**config.mk**
```make
export PLATFORM = sky130hd
export DESIGN_NAME = cordic_vec
export DESIGN_NICKNAME = d
export VERILOG_FILES = /design/src/rtl/cordic_vec.sv
export SDC_FILE = /design/constraint.sdc
export NUM_CORES = 2
export LEC_CHECK = 0
export ABC_AREA = 1
export CAP_MARGIN = 5
export CORE_ASPECT_RATIO = 1.1
export CORE_MARGIN = 5
export CORE_UTILIZATION = 40
export DETAILED_ROUTE_END_ITERATION = 10
export RECOVER_POWER = 25
export SKIP_CTS_REPAIR_TIMING = 1
export SYNTH_ARGS = -nofsm -noshare
export SYNTH_HDL_FRONTEND = slang
export SYNTH_SLANG_ARGS = --single-unit
```
**constraint.sdc**
```tcl
create_clock -name clk -period 7.7 [get_ports clk]
set_clock_uncertainty 0.05 [all_clocks]
set_input_delay 1.155 -clock clk [delete_from_list [all_inputs] [get_ports clk]]
set_output_delay 1.155 -clock clk [all_outputs]
set_load 0.03 [all_outputs]
```
**src/rtl/cordic_vec.sv**
```systemverilog
`default_nettype none
// ============================================================================
// Module   : cordic_vec
// Purpose  : Iterative vectoring-mode CORDIC returning atan2(y, x) (Q3.29 rad)
//            or sqrt(x^2 + y^2) (Q1.30) as a multicycle custom instruction.
// Revision : 1.0 - initial release
// ============================================================================
module cordic_vec #(
  parameter int N = 16,
  parameter int W = 34
) (
  input  logic        clk,
  input  logic        reset,
  input  logic        clk_en,
  input  logic        start,
  input  logic [31:0] dataa,
  input  logic [31:0] datab,
  input  logic        n,
  output logic [31:0] result,
  output logic        done
);

  typedef enum logic [1:0] {
    S_IDLE  = 2'd0,
    S_PRE   = 2'd1,
    S_ITER  = 2'd2,
    S_SCALE = 2'd3
  } state_t;

  localparam logic signed [31:0]   c_HALF_PI     = 32'sh3243F6A9;
  localparam logic signed [31:0]   c_NEG_HALF_PI = 32'shCDBC0957;
  localparam logic signed [W+31:0] c_KINV        = (W+32)'(32'h26DD3B6A);
  localparam logic [4:0]           c_LAST        = 5'(N - 1);

  state_t                r_state;
  state_t                w_state_nxt;
  logic signed [W-1:0]   r_x;
  logic signed [W-1:0]   r_y;
  logic signed [31:0]    r_z;
  logic [4:0]            r_iter;
  logic                  r_mode;

  logic signed [W-1:0]   w_x_sh;
  logic signed [W-1:0]   w_y_sh;
  logic signed [31:0]    w_t;
  logic signed [W+31:0]  w_x_ext;
  logic signed [W+31:0]  w_prod;
  logic signed [W+31:0]  w_scaled;
  logic                  w_fits;
  logic [31:0]           w_mag;

  // Arctangent table, atan(2^-i) scaled by 2^29 and rounded.
  function automatic logic signed [31:0] atan_rom(input logic [4:0] idx);
    logic signed [31:0] v;
    case (idx)
      5'd0:    v = 32'sh1921FB54;
      5'd1:    v = 32'sh0ED63383;
      5'd2:    v = 32'sh07D6DD7E;
      5'd3:    v = 32'sh03FAB753;
      5'd4:    v = 32'sh01FF55BB;
      5'd5:    v = 32'sh00FFEAAE;
      5'd6:    v = 32'sh007FFD55;
      5'd7:    v = 32'sh003FFFAB;
      5'd8:    v = 32'sh001FFFF5;
      5'd9:    v = 32'sh000FFFFF;
      5'd10:   v = 32'sh00080000;
      5'd11:   v = 32'sh00040000;
      5'd12:   v = 32'sh00020000;
      5'd13:   v = 32'sh00010000;
      5'd14:   v = 32'sh00008000;
      5'd15:   v = 32'sh00004000;
      5'd16:   v = 32'sh00002000;
      5'd17:   v = 32'sh00001000;
      5'd18:   v = 32'sh00000800;
      5'd19:   v = 32'sh00000400;
      5'd20:   v = 32'sh00000200;
      5'd21:   v = 32'sh00000100;
      5'd22:   v = 32'sh00000080;
      5'd23:   v = 32'sh00000040;
      default: v = 32'sh00000000;
    endcase
    return v;
  endfunction

  function automatic logic signed [W-1:0] sext(input logic [31:0] d);
    return {{(W-32){d[31]}}, d};
  endfunction

  assign w_x_sh = r_x >>> r_iter;
  assign w_y_sh = r_y >>> r_iter;
  assign w_t    = atan_rom(r_iter);

  // Gain compensation: x carries the CORDIC gain K, multiply by 1/K in Q0.30.
  assign w_x_ext  = {{32{r_x[W-1]}}, r_x};
  assign w_prod   = w_x_ext * c_KINV;
  assign w_scaled = w_prod >>> 30;
  assign w_fits   = (w_scaled[W+31:31] == {(W+1){1'b0}}) ||
                    (w_scaled[W+31:31] == {(W+1){1'b1}});
  assign w_mag    = w_fits ? w_scaled[31:0]
                           : (w_scaled[W+31] ? 32'h80000000 : 32'h7FFFFFFF);

  always_ff @(posedge clk or negedge reset) begin
    if (!reset) begin
      r_state <= S_IDLE;
    end else if (clk_en) begin
      r_state <= w_state_nxt;
    end
  end

  always_comb begin
    w_state_nxt = r_state;
    case (r_state)
      S_IDLE:  if (start) w_state_nxt = S_PRE;
      S_PRE:   w_state_nxt = S_ITER;
      S_ITER:  if (r_iter == c_LAST) w_state_nxt = S_SCALE;
      S_SCALE: w_state_nxt = S_IDLE;
      default: w_state_nxt = S_IDLE;
    endcase
  end

  always_ff @(posedge clk or negedge reset) begin
    if (!reset) begin
      r_x    <= '0;
      r_y    <= '0;
      r_z    <= '0;
      r_iter <= '0;
      r_mode <= 1'b0;
      result <= '0;
      done   <= 1'b0;
    end else if (clk_en) begin
      done <= 1'b0;
      case (r_state)
        S_IDLE: begin
          if (start) begin
            r_x    <= sext(dataa);
            r_y    <= sext(datab);
            r_z    <= '0;
            r_mode <= n;
          end
        end
        S_PRE: begin
          r_iter <= '0;
          // Fold the left half-plane into the right so iterations converge.
          if (r_x[W-1]) begin
            if (!r_y[W-1]) begin
              r_x <= r_y;
              r_y <= -r_x;
              r_z <= c_HALF_PI;
            end else begin
              r_x <= -r_y;
              r_y <= r_x;
              r_z <= c_NEG_HALF_PI;
            end
          end
        end
        S_ITER: begin
          if (!r_y[W-1]) begin
            r_x <= r_x + w_y_sh;
            r_y <= r_y - w_x_sh;
            r_z <= r_z + w_t;
          end else begin
            r_x <= r_x - w_y_sh;
            r_y <= r_y + w_x_sh;
            r_z <= r_z - w_t;
          end
          r_iter <= r_iter + 5'd1;
        end
        S_SCALE: begin
          result <= r_mode ? w_mag : r_z;
          done   <= 1'b1;
        end
        default: ;
      endcase
    end
  end

endmodule
`default_nettype wire

```
==> impl_metrics.env <==
export IMPL_outcome="finished with violations"
export IMPL_violations="capacitance limit, slew limit"
export IMPL_ant_nets=0
export IMPL_syn_area_per_cell_um2=7.10
export IMPL_critPathMaxStageDelay_ns=0.58
export IMPL_critPathMaxFanout=8
export IMPL_cp_buffers_inverters=9
export IMPL_worstReg2RegEnd="result[9]"
export IMPL_grt_max_degree=88
export IMPL_worst_slew_pin_slew_ns=5.45
export IMPL_dp_final_hpwl_um=141000
export IMPL_yosys_top_cells_count="inv_1 (1222), nand2_1 (1169), fa_1 (526)"
export IMPL_fin_crit_sh_pct=97.8
export IMPL_clk_pin_slew_ns=0.08
export IMPL_avgRoutedWirePerCell_um=22.9
export IMPL_yosys_area_top_type="fa_1"
export IMPL_grt_usage_pct=30.0
export IMPL_cp_end_kind="flop"
export IMPL_drive_above_1_share_pct=8.31
export IMPL_ys_warn_count=0
export IMPL_rows=123
export IMPL_maxUsedRoutingLayer="met4"
export IMPL_yosysMostFrequentCell="inv_1"
export IMPL_gp_congestion=1.00
export IMPL_first_pass_iters=6
export IMPL_synth_flop_cell="dfrtp_1"
export IMPL_synth_edf_count=0
export IMPL_min_path_type="flop to flop"
export IMPL_synth_area_leaders="fa_1 (26%), ha_1 (14%), inv_1 (11%)"
export IMPL_met3_length_um=11900
export IMPL_finalHoldViolations=0
export IMPL_stdcell_count=7298
export IMPL_dieWidth_um=315
export IMPL_cts_buffer_depth=2
export IMPL_area_growth_pct=11.7
export IMPL_start_util_pct=40.1
export IMPL_path_class="flop to flop"
export IMPL_grt_pass1_vias=38112
export IMPL_cp_arrival_ns=7.86
export IMPL_synth_top_area_share_pct=25.7
export IMPL_grt_pass1_wl_um=247000
export IMPL_portBuffers=101
export IMPL_async_flop_share_pct=100
export IMPL_cp_start_kind="flop"
export IMPL_syn_area_um2=40900
export IMPL_crit_family="adder cells"
export IMPL_vias_per_cell=5.41
export IMPL_final_cell_area_um2=45700
export IMPL_synth_cell_types=67
export IMPL_antenna_found_initial=0
export IMPL_wl_met2_um=75600
export IMPL_drt_initial_drc_count=4051
export IMPL_fin_setup_tns_ns=0
export IMPL_r2r_slack_ns=0.17
export IMPL_r2r_start="r_x[24]"
export IMPL_path_depth=31
export IMPL_hold_depth=2
export IMPL_min_period_ns=7.53
export IMPL_final_nets=6952
export IMPL_maxCapViolCount=1
export IMPL_cts_sinks=141
export IMPL_slowest_stage="fa_1"
export IMPL_wl_um=167000
export IMPL_reg2regPathDepth=31
export IMPL_synth_seq_cells=141
export IMPL_insertion_delay_ns=0.50
export IMPL_syn_num_nets=6799
export IMPL_max_freq_mhz=133
export IMPL_root_buffer="clkbuf_16"
export IMPL_io_pins=102
export IMPL_min_to="r_z[31]"
export IMPL_seq_area_frac_synth_pct=8.63
export IMPL_antennaDiodeCount=0
export IMPL_worstHoldStart="r_z[31]"
export IMPL_drc=0
export IMPL_crit_top_cell="fa_1"
export IMPL_design_die_area_um2=109000
export IMPL_vias=39462
export IMPL_postPlaceCellArea_um2=44100
export IMPL_dp_cells=7231
export IMPL_cp_required_ns=8.03
export IMPL_tritoncts="done"
export IMPL_design_core_area_um2=102000
export IMPL_drv_slew=88
export IMPL_cts_buffers=17
export IMPL_cts_max_level=4
export IMPL_syn_inst=5757
export IMPL_chipHeight_um=345
export IMPL_setup_violations=0
export IMPL_grt_remaining_overflow=0
export IMPL_worst_slew_margin_rel_pct=-263
export IMPL_met1Wirelength_um=72400
metrics by stage:
| step | hold WS (ns) | util, % | setup WS, ns |
|---|---|---|---|
| floorplan | 0.399 | - | 0.419 |
| global placement | 0.411 | 43.3 | -0.170 |
| detailed placement | 0.415 | 43.3 | -0.175 |
| CTS | 0.436 | 43.9 | -0.225 |
| global route | 0.467 | 44.8 | -0.0936 |
| finish | 0.438 | 44.8 | 0.172 |
worst register-to-register path: cells and delay by family (launching register included):
kind | cells | cell delay (ns)
flops | 1 | 0.45
buf+inv | 9 | 0.88
compound gates | 3 | 0.49
fa+ha+maj | 9 | 4.48
simple gates | 10 | 1.06
final cells by class:
type / instances / area (um2)
Timing Repair Buffer: 293 / 2590
Clock buffer: 17 / 425
Fill cell: 10643 / 56200
Inverter: 1248 / 4700
Clock inverter: 15 / 168
Tap cell: 1375 / 1720
Sequential cell: 141 / 3550
Multi-Input combinational cell: 4209 / 32500
routing by layer:
metal | vias to the layer above | GRT usage [%]
li1 | 18495 | -
met1 | 19016 | 42.1
met2 | 1695 | 47.6
met3 | 256 | 4.33
met4 | 0 | 9.82
met5 | - | 0
cells in the final DEF (no fill, tap or decap), types with 27 or more instances in the layout:
cell	n
a21o_1	29
a21oi_1	337
a31oi_1	37
buf_4	174
clkdlybuf4s50_1	100
dfrtp_1	126
fa_1	504
ha_1	414
inv_1	1178
inv_2	61
nand2_1	1157
nand3_1	357
nand4_1	27
nor2_1	337
nor2_2	29
nor3_1	48
o211ai_1	77
o21ai_0	369
o21ai_1	46
xnor2_1	55
xor2_1	105
how the worst max path moves through the flow:
stage,start,endpoint
2_1_floorplan,r_x[33],result[10]
3_3_place_gp,r_x[7],result[19]
3_5_place_dp,r_x[7],result[9]
4_1_cts,r_x[6],result[26]
5_1_grt,r_x[13],result[15]
6_report,r_x[24],result[9]
cells by family after synthesis:
| group | after synthesis | share of synthesized area, % |
|---|---|---|
| buf+inv | 1407 | 13.4 |
| mux | 1 | 0.0245 |
| flops | 141 | 8.63 |
| fa+ha+maj | 973 | 39.4 |
| simple gates | 2034 | 20.8 |
| xor+xnor | 161 | 3.45 |
| compound gates | 1040 | 14.4 |
registers in the layout, summed over array words and instances (netlist names):
name,flops
r_y,34
r_state,2
done,1
r_z,32
r_mode,1
result,32
r_iter,5
r_x,34
Power is left out: the tool's default activity adds up to more than one toggle a clock period on the data nets, which glitch-free logic cannot reach.
